==> config.mk <==
export PLATFORM = sky130hd
export DESIGN_NAME = campo_controle_flat
export DESIGN_NICKNAME = d
export VERILOG_FILES = /design/src/rtl/campo_controle_pkg.sv /design/src/rtl/campo_controle_if.sv /design/src/rtl/campo_controle_vizinho.sv /design/src/rtl/campo_controle.sv /design/src/flat_wrapper.sv
export SDC_FILE = /design/constraint.sdc
export NUM_CORES = 1
export LEC_CHECK = 0
export ABC_CLOCK_PERIOD_IN_PS = 5200
export CORE_UTILIZATION = 46
export CTS_CLUSTER_SIZE = 40
export DETAILED_ROUTE_END_ITERATION = 6
export PLACE_DENSITY = 0.77
export SLEW_MARGIN = 15
export SYNTH_ARGS = -nofsm -noshare
export SYNTH_HDL_FRONTEND = slang
export SYNTH_HIERARCHICAL = 1
export SYNTH_SLANG_ARGS = --single-unit
==> constraint.sdc <==
create_clock -name clk -period 5.2 [get_ports clk]
set_input_delay 1.04 -clock clk [delete_from_list [all_inputs] [get_ports clk]]
set_output_delay 1.04 -clock clk [all_outputs]
set_load 0.05 [all_outputs]
==> src/rtl/campo_controle_pkg.sv <==
// Minesweeper board controller: shared types and constants.
// Default board geometry, FSM state encoding, neighbour offset table
// (scan order NW, N, NE, W, E, SW, S, SE) and the index-width helper.
package campo_pkg;

  localparam int LINHAS_PAD    = 8;
  localparam int COLUNAS_PAD   = 8;
  localparam int NUM_MINAS_PAD = 10;

  typedef enum logic [2:0] {
    OCIOSO  = 3'd0,
    CHECA   = 3'd1,
    VARRE   = 3'd2,
    ESCREVE = 3'd3,
    PERDIDO = 3'd4,
    VENCIDO = 3'd5
  } estado_t;

  typedef logic signed [1:0] delta_t;

  localparam delta_t DELTA_LINHA [8] = '{-2'sd1, -2'sd1, -2'sd1, 2'sd0, 2'sd0, 2'sd1, 2'sd1, 2'sd1};
  localparam delta_t DELTA_COLUNA[8] = '{-2'sd1, 2'sd0, 2'sd1, -2'sd1, 2'sd1, -2'sd1, 2'sd0, 2'sd1};

  // Width of an index able to address n items (at least one bit).
  function automatic int largura_idx(input int n);
    return (n > 32'sd1) ? $clog2(n) : 32'sd1;
  endfunction

endpackage

==> src/rtl/campo_controle_if.sv <==
// Board controller bus: request pulses and cursor from the edge detector,
// mine map, and the board/status outputs consumed by VGA and HEX/LED logic.
interface campo_controle_if
  import campo_pkg::*;
#(
  parameter int LINHAS  = LINHAS_PAD,
  parameter int COLUNAS = COLUNAS_PAD
);
  localparam int LW  = largura_idx(LINHAS);
  localparam int CW  = largura_idx(COLUNAS);
  localparam int N   = LINHAS * COLUNAS;
  localparam int NBW = $clog2(N + 1);

  logic            abertura;
  logic            bandeira;
  logic [LW-1:0]   cursor_linha;
  logic [CW-1:0]   cursor_coluna;
  logic [N-1:0]    minas;
  logic [N-1:0]    abertas;
  logic [N-1:0]    bandeiras;
  logic [4*N-1:0]  vizinhos;
  logic [NBW-1:0]  num_bandeiras;
  logic            ocupado;
  logic            perdeu;
  logic            venceu;

  modport slave (
    input  abertura, bandeira, cursor_linha, cursor_coluna, minas,
    output abertas, bandeiras, vizinhos, num_bandeiras, ocupado, perdeu, venceu
  );

  modport master (
    output abertura, bandeira, cursor_linha, cursor_coluna, minas,
    input  abertas, bandeiras, vizinhos, num_bandeiras, ocupado, perdeu, venceu
  );

endinterface

==> src/rtl/campo_controle_vizinho.sv <==
// Neighbour address generator: for cell (linha, coluna) and scan step k,
// returns the flat index of the k-th neighbour and whether it lies on the
// board. Off-board neighbours never wrap to the opposite edge.
module campo_vizinho
  import campo_pkg::*;
#(
  parameter int LINHAS  = LINHAS_PAD,
  parameter int COLUNAS = COLUNAS_PAD
) (
  input  logic [largura_idx(LINHAS)-1:0]           linha,
  input  logic [largura_idx(COLUNAS)-1:0]          coluna,
  input  logic [2:0]                               k,
  output logic [largura_idx(LINHAS*COLUNAS)-1:0]   idx,
  output logic                                     valido
);
  localparam int IW = largura_idx(LINHAS * COLUNAS);

  int lin_viz_s;
  int col_viz_s;

  // Signed row/column arithmetic so underflow shows up as a negative value.
  always_comb begin
    lin_viz_s = int'(linha) + int'(DELTA_LINHA[k]);
    col_viz_s = int'(coluna) + int'(DELTA_COLUNA[k]);
    valido    = (lin_viz_s >= 32'sd0) && (lin_viz_s < LINHAS) &&
                (col_viz_s >= 32'sd0) && (col_viz_s < COLUNAS);
    if (valido) begin
      idx = IW'(lin_viz_s * COLUNAS + col_viz_s);
    end else begin
      idx = '0;
    end
  end

endmodule

==> src/rtl/campo_controle.sv <==
// Minesweeper board controller. Latches open/flag pulses, scans the eight
// neighbours of an opened cell one per cycle, and tracks win/loss.
// Optional build macro: CAMPO_LIMITE_BANDEIRAS_EN limits placed flags to NUM_MINAS.
module campo_controle
  import campo_pkg::*;
#(
  parameter int LINHAS    = LINHAS_PAD,
  parameter int COLUNAS   = COLUNAS_PAD,
  parameter int NUM_MINAS = NUM_MINAS_PAD
) (
  input logic             clk,
  input logic             reset,
  campo_controle_if.slave bus
);
  localparam int LW      = largura_idx(LINHAS);
  localparam int CW      = largura_idx(COLUNAS);
  localparam int N       = LINHAS * COLUNAS;
  localparam int IW      = largura_idx(N);
  localparam int NBW     = $clog2(N + 1);
  localparam int SEGUROS = N - NUM_MINAS;

  estado_t        estado_r, estado_next_s;
  logic           pend_a_r, pend_b_r;
  logic [LW-1:0]  pos_a_lin_r, pos_b_lin_r, lin_r;
  logic [CW-1:0]  pos_a_col_r, pos_b_col_r, col_r;
  logic [2:0]     k_r;
  logic [3:0]     cont_r;
  logic [N-1:0]   abertas_r, bandeiras_r;
  logic [4*N-1:0] vizinhos_r;
  logic [NBW-1:0] num_band_r, num_abertas_r;
  logic           ocupado_r, perdeu_r, venceu_r;

  logic [IW-1:0]  idx_cel_s, idx_b_s, viz_idx_s;
  logic           viz_valido_s;
  logic           carrega_s, trata_b_s, limpa_s, soma_s, escreve_s, alterna_s;

  assign idx_cel_s = IW'(int'(lin_r) * COLUNAS + int'(col_r));
  assign idx_b_s   = IW'(int'(pos_b_lin_r) * COLUNAS + int'(pos_b_col_r));

  campo_vizinho #(.LINHAS(LINHAS), .COLUNAS(COLUNAS)) u_vizinho (
    .linha  (lin_r),
    .coluna (col_r),
    .k      (k_r),
    .idx    (viz_idx_s),
    .valido (viz_valido_s)
  );

  // State register.
  always_ff @(posedge clk or negedge reset) begin
    if (!reset) estado_r <= OCIOSO;
    else        estado_r <= estado_next_s;
  end

  // Next-state logic.
  always_comb begin
    estado_next_s = estado_r;
    case (estado_r)
      OCIOSO: begin
        if (pend_a_r) estado_next_s = CHECA;
        else          estado_next_s = OCIOSO;
      end
      CHECA: begin
        if (abertas_r[idx_cel_s] || bandeiras_r[idx_cel_s]) estado_next_s = OCIOSO;
        else if (bus.minas[idx_cel_s])                      estado_next_s = PERDIDO;
        else                                                estado_next_s = VARRE;
      end
      VARRE: begin
        if (k_r == 3'd7) estado_next_s = ESCREVE;
        else             estado_next_s = VARRE;
      end
      ESCREVE: begin
        if (num_abertas_r + NBW'(1) == NBW'(SEGUROS)) estado_next_s = VENCIDO;
        else                                          estado_next_s = OCIOSO;
      end
      PERDIDO: estado_next_s = PERDIDO;
      VENCIDO: estado_next_s = VENCIDO;
      default: estado_next_s = OCIOSO;
    endcase
  end

  // Per-state datapath controls; pend_a wins over pend_b in OCIOSO.
  always_comb begin
    carrega_s = 1'b0;
    trata_b_s = 1'b0;
    limpa_s   = 1'b0;
    soma_s    = 1'b0;
    escreve_s = 1'b0;
    case (estado_r)
      OCIOSO: begin
        carrega_s = pend_a_r;
        trata_b_s = !pend_a_r && pend_b_r;
      end
      CHECA:   limpa_s   = (estado_next_s == VARRE);
      VARRE:   soma_s    = 1'b1;
      ESCREVE: escreve_s = 1'b1;
      default: carrega_s = 1'b0;
    endcase
  end

  // Flag toggle decision: never on an opened cell, optionally capped when setting.
  always_comb begin
    alterna_s = 1'b0;
    if (trata_b_s && !abertas_r[idx_b_s]) begin
`ifdef CAMPO_LIMITE_BANDEIRAS_EN
      if (!bandeiras_r[idx_b_s] && (num_band_r == NBW'(NUM_MINAS))) alterna_s = 1'b0;
      else                                                          alterna_s = 1'b1;
`else
      alterna_s = 1'b1;
`endif
    end else begin
      alterna_s = 1'b0;
    end
  end

  // Pending request latches; a pulse hitting an already-set latch is dropped.
  always_ff @(posedge clk or negedge reset) begin
    if (!reset) begin
      pend_a_r    <= 1'b0;
      pend_b_r    <= 1'b0;
      pos_a_lin_r <= '0;
      pos_a_col_r <= '0;
      pos_b_lin_r <= '0;
      pos_b_col_r <= '0;
    end else if (estado_next_s == PERDIDO || estado_next_s == VENCIDO) begin
      pend_a_r <= 1'b0;
      pend_b_r <= 1'b0;
    end else begin
      if (carrega_s) begin
        pend_a_r <= 1'b0;
      end else if (!pend_a_r && bus.abertura) begin
        pend_a_r    <= 1'b1;
        pos_a_lin_r <= bus.cursor_linha;
        pos_a_col_r <= bus.cursor_coluna;
      end
      if (trata_b_s) begin
        pend_b_r <= 1'b0;
      end else if (!pend_b_r && bus.bandeira) begin
        pend_b_r    <= 1'b1;
        pos_b_lin_r <= bus.cursor_linha;
        pos_b_col_r <= bus.cursor_coluna;
      end
    end
  end

  // Board state: cell load, neighbour scan, cell write and flag toggling.
  always_ff @(posedge clk or negedge reset) begin
    if (!reset) begin
      lin_r         <= '0;
      col_r         <= '0;
      k_r           <= 3'd0;
      cont_r        <= 4'd0;
      abertas_r     <= '0;
      bandeiras_r   <= '0;
      vizinhos_r    <= '0;
      num_band_r    <= '0;
      num_abertas_r <= '0;
    end else begin
      if (carrega_s) begin
        lin_r <= pos_a_lin_r;
        col_r <= pos_a_col_r;
      end
      if (limpa_s) begin
        k_r    <= 3'd0;
        cont_r <= 4'd0;
      end else if (soma_s) begin
        k_r    <= k_r + 3'd1;
        cont_r <= cont_r + {3'd0, viz_valido_s & bus.minas[viz_idx_s]};
      end
      if (escreve_s) begin
        abertas_r[idx_cel_s]               <= 1'b1;
        vizinhos_r[{idx_cel_s, 2'b00} +: 4] <= cont_r;
        num_abertas_r                      <= num_abertas_r + NBW'(1);
      end
      if (alterna_s) begin
        bandeiras_r[idx_b_s] <= ~bandeiras_r[idx_b_s];
        if (bandeiras_r[idx_b_s]) num_band_r <= num_band_r - NBW'(1);
        else                      num_band_r <= num_band_r + NBW'(1);
      end
    end
  end

  // Registered status flags taken from the upcoming state.
  always_ff @(posedge clk or negedge reset) begin
    if (!reset) begin
      ocupado_r <= 1'b0;
      perdeu_r  <= 1'b0;
      venceu_r  <= 1'b0;
    end else begin
      ocupado_r <= (estado_next_s == CHECA) || (estado_next_s == VARRE) ||
                   (estado_next_s == ESCREVE);
      perdeu_r  <= (estado_next_s == PERDIDO);
      venceu_r  <= (estado_next_s == VENCIDO);
    end
  end

  assign bus.abertas       = abertas_r;
  assign bus.bandeiras     = bandeiras_r;
  assign bus.vizinhos      = vizinhos_r;
  assign bus.num_bandeiras = num_band_r;
  assign bus.ocupado       = ocupado_r;
  assign bus.perdeu        = perdeu_r;
  assign bus.venceu        = venceu_r;

endmodule

==> src/flat_wrapper.sv <==
// flat-port wrapper written by rule: the top's interface ports become plain ports
module campo_controle_flat import campo_pkg::*;
#(
  parameter int LINHAS    = LINHAS_PAD,
  parameter int COLUNAS   = COLUNAS_PAD,
  parameter int NUM_MINAS = NUM_MINAS_PAD
)
  (clk, reset, bus_abertura, bus_bandeira, bus_cursor_linha, bus_cursor_coluna, bus_minas, bus_abertas, bus_bandeiras, bus_vizinhos, bus_num_bandeiras, bus_ocupado, bus_perdeu, bus_venceu);
  campo_controle_if #(.LINHAS(LINHAS), .COLUNAS(COLUNAS)) bus_i ();
  input logic clk;
  input logic reset;
  input wire logic [$bits(bus_i.abertura)-1:0] bus_abertura;
  input wire logic [$bits(bus_i.bandeira)-1:0] bus_bandeira;
  input wire logic [$bits(bus_i.cursor_linha)-1:0] bus_cursor_linha;
  input wire logic [$bits(bus_i.cursor_coluna)-1:0] bus_cursor_coluna;
  input wire logic [$bits(bus_i.minas)-1:0] bus_minas;
  output wire logic [$bits(bus_i.abertas)-1:0] bus_abertas;
  output wire logic [$bits(bus_i.bandeiras)-1:0] bus_bandeiras;
  output wire logic [$bits(bus_i.vizinhos)-1:0] bus_vizinhos;
  output wire logic [$bits(bus_i.num_bandeiras)-1:0] bus_num_bandeiras;
  output wire logic [$bits(bus_i.ocupado)-1:0] bus_ocupado;
  output wire logic [$bits(bus_i.perdeu)-1:0] bus_perdeu;
  output wire logic [$bits(bus_i.venceu)-1:0] bus_venceu;
  assign bus_i.abertura = bus_abertura;
  assign bus_i.bandeira = bus_bandeira;
  assign bus_i.cursor_linha = bus_cursor_linha;
  assign bus_i.cursor_coluna = bus_cursor_coluna;
  assign bus_i.minas = bus_minas;
  assign bus_abertas = bus_i.abertas;
  assign bus_bandeiras = bus_i.bandeiras;
  assign bus_vizinhos = bus_i.vizinhos;
  assign bus_num_bandeiras = bus_i.num_bandeiras;
  assign bus_ocupado = bus_i.ocupado;
  assign bus_perdeu = bus_i.perdeu;
  assign bus_venceu = bus_i.venceu;
  campo_controle #(.LINHAS(LINHAS), .COLUNAS(COLUNAS), .NUM_MINAS(NUM_MINAS)) u_core (.clk(clk), .reset(reset), .bus(bus_i));
endmodule
==> run_results.csv <==
group,metric,value,unit
logic_synthesis,ys_seq_area_share,50.3,%
worst_setup_path,arrival,5.42,ns
timing,hold_viol,0,
layout,syn2layout_area_growth,31.6,%
die,rows,78,
logic_synthesis,ys_top_cells_by_area,"dfrtp_1, mux2_2, mux4_2",
die,die-area,47500,um^2
route,wl,70900,um
pwr,total_power,14.7,mW
route,drtIter0Drc,1617,
logic_synthesis,synth_seq_cells,431,
layout,layout-drive-gt1-share,22.4,%
timing,maxSlewHeadroom,31.2,%
global_routing,grt_pass1_vias,17100,
global_routing,grt_pass1_wl,106000,um
global_routing,antenna_found_initial,7,
logic_synthesis,synth_nets,1832,
clock_network,numClockSinks,431,
layout,stdcell_area,28200,um^2
clock_network,worstSkewPairLatency,0.60,ns
die,die_x,218,um
timing,post-route-min-period,4.99,ns
logic_synthesis,netlist_instances,1726,
worst_setup_path,crit_path_max_fanout,8,
layout,multi_input_area,9940,um^2
timing,tns,0,ns
global_routing,grt_start_max_net_pins,119,
route,via_per_inst,6.03,
route,num_vias,17000,
timing,fin_crit_sh,95.9,%
placement,port_buffers,467,
placement,gp_congestion,0.930,
layout,layout_commonest_cell,"clkdlybuf4s50_1",
logic_synthesis,ys_warn_count,6,
die,start_util,46.9,%
clock_network,cts_tree,"done",
hold_path,hp-class,"reg -> reg",
clock_network,clk_path_buf_depth,3,
global_routing,gr-total-overflow,0,
logic_synthesis,synthArstFlopShare,100,%
placement,dp_hpwl,50700,um
timing,setup_viol_count_final,0,
route,ant_nets,0,
layout,fill_cells,3580,
worst_setup_path,start_kind,"flip-flop",
clock_network,cts-root-buf,"clkbuf_16",
die,core_area,45700,um^2
job,drv_cap,0,
route,routedWlPerCell,25.2,um
timing,worst_slew_pin_slew,1.03,ns
logic_synthesis,yosys.area.top_type_share,50.3,%
pwr,power_density,521,nW/um^2
layout,seqCellArea,10800,um^2
die,ioPinCount,468,
clock_network,cts_hold_buf,0,
layout,utilization,61.7,%
route,dr.pass1.iters,6,
logic_synthesis,ys.flop_type,"dfrtp_1",
logic_synthesis,synth_edf_count,0,
global_routing,track_usage,29.7,%
layout,mostFrequentLayoutCells,"clkdlybuf4s50_1, dfrtp_1, mux2_2",
clock_network,path_clk_slew,0.06,ns
clock_network,numCtsBuffers,46,
timing,finClkSkew,0.0376,ns
die,die_y,218,um
pwr,ir_worst_vdd,0.506,mV
layout,num-nets-final,2287,
worst_setup_path,slowest_stage,"mux4_2",
worst_setup_path,critPathMaxStageDelay,0.51,ns
worst_setup_path,path_cells,"inv_1, ha_1, mux2i_1, ha_2, inv_1, fa_2, o41ai_2, mux2i_1, nor3b_2, clkbuf_16, mux4_2, mux4_2, mux4_2, and2_4, ha_1, ha_1, mux2i_1, nor2_1",
worst_setup_path,cp-end-kind,"flip-flop",
logic_synthesis,ys_types,76,
worst_setup_path,required,5.64,ns
timing,drv_slew,0,
pwr,power.leakage,12.7,nW
logic_synthesis,synth_area,21400,um^2
route,post-route-drc-count,0,
timing,clock.fmax,201,MHz
status,status,"complete, no violations",
clock_network,cts-htree-levels,2,
placement,dpl_cell_area,26700,um^2
logic_synthesis,avgSynthCellArea,12.4,um^2
logic_synthesis,synth_area_leader_cell,"dfrtp_1",
worst_setup_path,crit_type,"reg -> reg",
-- final cells by class --
class,count,share of cell area (%)
flip-flops and latches,431,38.3
diodes,3,0.0266
multi-input cells,1142,35.3
inverters,39,0.519
repair buffers,521,18.2
clock buffers,63,4.63
clock inverters,13,0.430
well taps,600,2.66
-- per-layer routing --
metal | share of wire (%) | GRT usage (%) | up-vias
met1 | 38 | 37.5 | 8601
met5 | 0.071 | 0 | -
li1 | - | - | 7184
met4 | 4.7 | 13.3 | 8
met3 | 9.3 | 7.84 | 211
met2 | 48 | 47.8 | 955
-- final timing paths --
kind                                                    startpoint                                      end  slack [ns]  depth (start not counted)
max                                      u_core/k_r[0]$_DFFE_PN0P_             u_core/cont_r[1]$_DFFE_PN0P_        0.21                         18
min                        u_core/bus.num_bandeiras[6]$_DFFE_PN0P_  u_core/bus.num_bandeiras[6]$_DFFE_PN0P_        0.48                          1
max reg2reg                              u_core/k_r[0]$_DFFE_PN0P_             u_core/cont_r[1]$_DFFE_PN0P_        0.21                         18
min reg2reg                u_core/bus.num_bandeiras[6]$_DFFE_PN0P_  u_core/bus.num_bandeiras[6]$_DFFE_PN0P_        0.48                          1
max in group asynchronous                                    reset       u_core/bus.vizinhos[8]$_DFFE_PN0P_        3.52                          2
min in group asynchronous                                    reset     u_core/bus.vizinhos[229]$_DFFE_PN0P_        0.52                          1
-- cell families after synthesis --
logic type	share of synthesized area (%)
AOI/OAI and AO/OA	7.19
xor gates and xnor gates	1.33
buffers and inverters	3.42
and+or+nand+nor	10.3
DFF	50.3
adders and majority gates	2.01
muxes	25.4
-- synth_stat cells (10+ instances only) --
cell type  count
a211oi_1      10
a21o_1        37
a21oi_1       19
a221o_1       14
a22oi_1       10
and2_1        31
buf_1         15
buf_2         18
buf_6         13
clkbuf_1      63
dfrtp_1      431
ha_1          28
inv_1         34
mux2_1        62
mux2_2       261
mux2i_1       25
mux4_2        67
nand2_1      104
nand3_1       88
nor2_1       118
nor2b_1       11
nor3_1        21
o21ai_0       35
o21bai_1      27
o22ai_1       17
xnor2_1       20
xor2_1        10
-- where the power goes --
group	switching [mW]	internal (mW)	total [mW]	leakage [nW]
sequential	0.650	3.78	4.43	5.93
clock	1.37	1.80	3.16	0.706
combinational	4.38	2.72	7.10	6.05
total	6.39	8.30	14.7	12.7
-- critical path: cells and delay by family (launching register included) --
kind / cells / cell delay [ns]
adders and majority gates: 5 / 1.32
AOI/OAI and AO/OA: 1 / 0.22
and+or+nand+nor: 3 / 0.63
muxes: 6 / 1.89
DFF: 1 / 0.40
buffers and inverters: 3 / 0.40
-- sequential cells by signal (all words and copies together) (netlist names) --
| register | flops |
|---|---|
| u_core/col_r | 3 |
| u_core/bus.venceu | 1 |
| u_core/bus.abertas | 64 |
| u_core/k_r | 3 |
| u_core/lin_r | 3 |
| u_core/num_abertas_r | 7 |
| u_core/bus.perdeu | 1 |
| u_core/estado_r | 3 |
| u_core/pos_b_col_r | 3 |
| u_core/pos_a_lin_r | 3 |
| u_core/bus.ocupado | 1 |
| u_core/bus.vizinhos | 256 |
| u_core/bus.num_bandeiras | 7 |
| u_core/pend_a_r | 1 |
| u_core/pos_a_col_r | 3 |
| u_core/pos_b_lin_r | 3 |
| u_core/pend_b_r | 1 |
| u_core/bus.bandeiras | 64 |
| u_core/cont_r | 4 |
-- through the flow --
step                worst slack [ns]  hold WS, ns  cells
floorplan                     0.0668        0.472   1726
global placement               0.235        0.464   2725
detailed placement            0.0682        0.465   2725
CTS                           0.0567        0.481   2801
global route                 -0.0217        0.495   2809
finish                         0.215        0.476   2812
-- what timing repair did --
item | CTS | global route
gates resized for setup | 0 | 9
buffers inserted | 0 | 7
endpoints found under the setup margin | 0 | 2
hold endpoints to repair | 0 | 0
(Power assumes the default switching activity.)
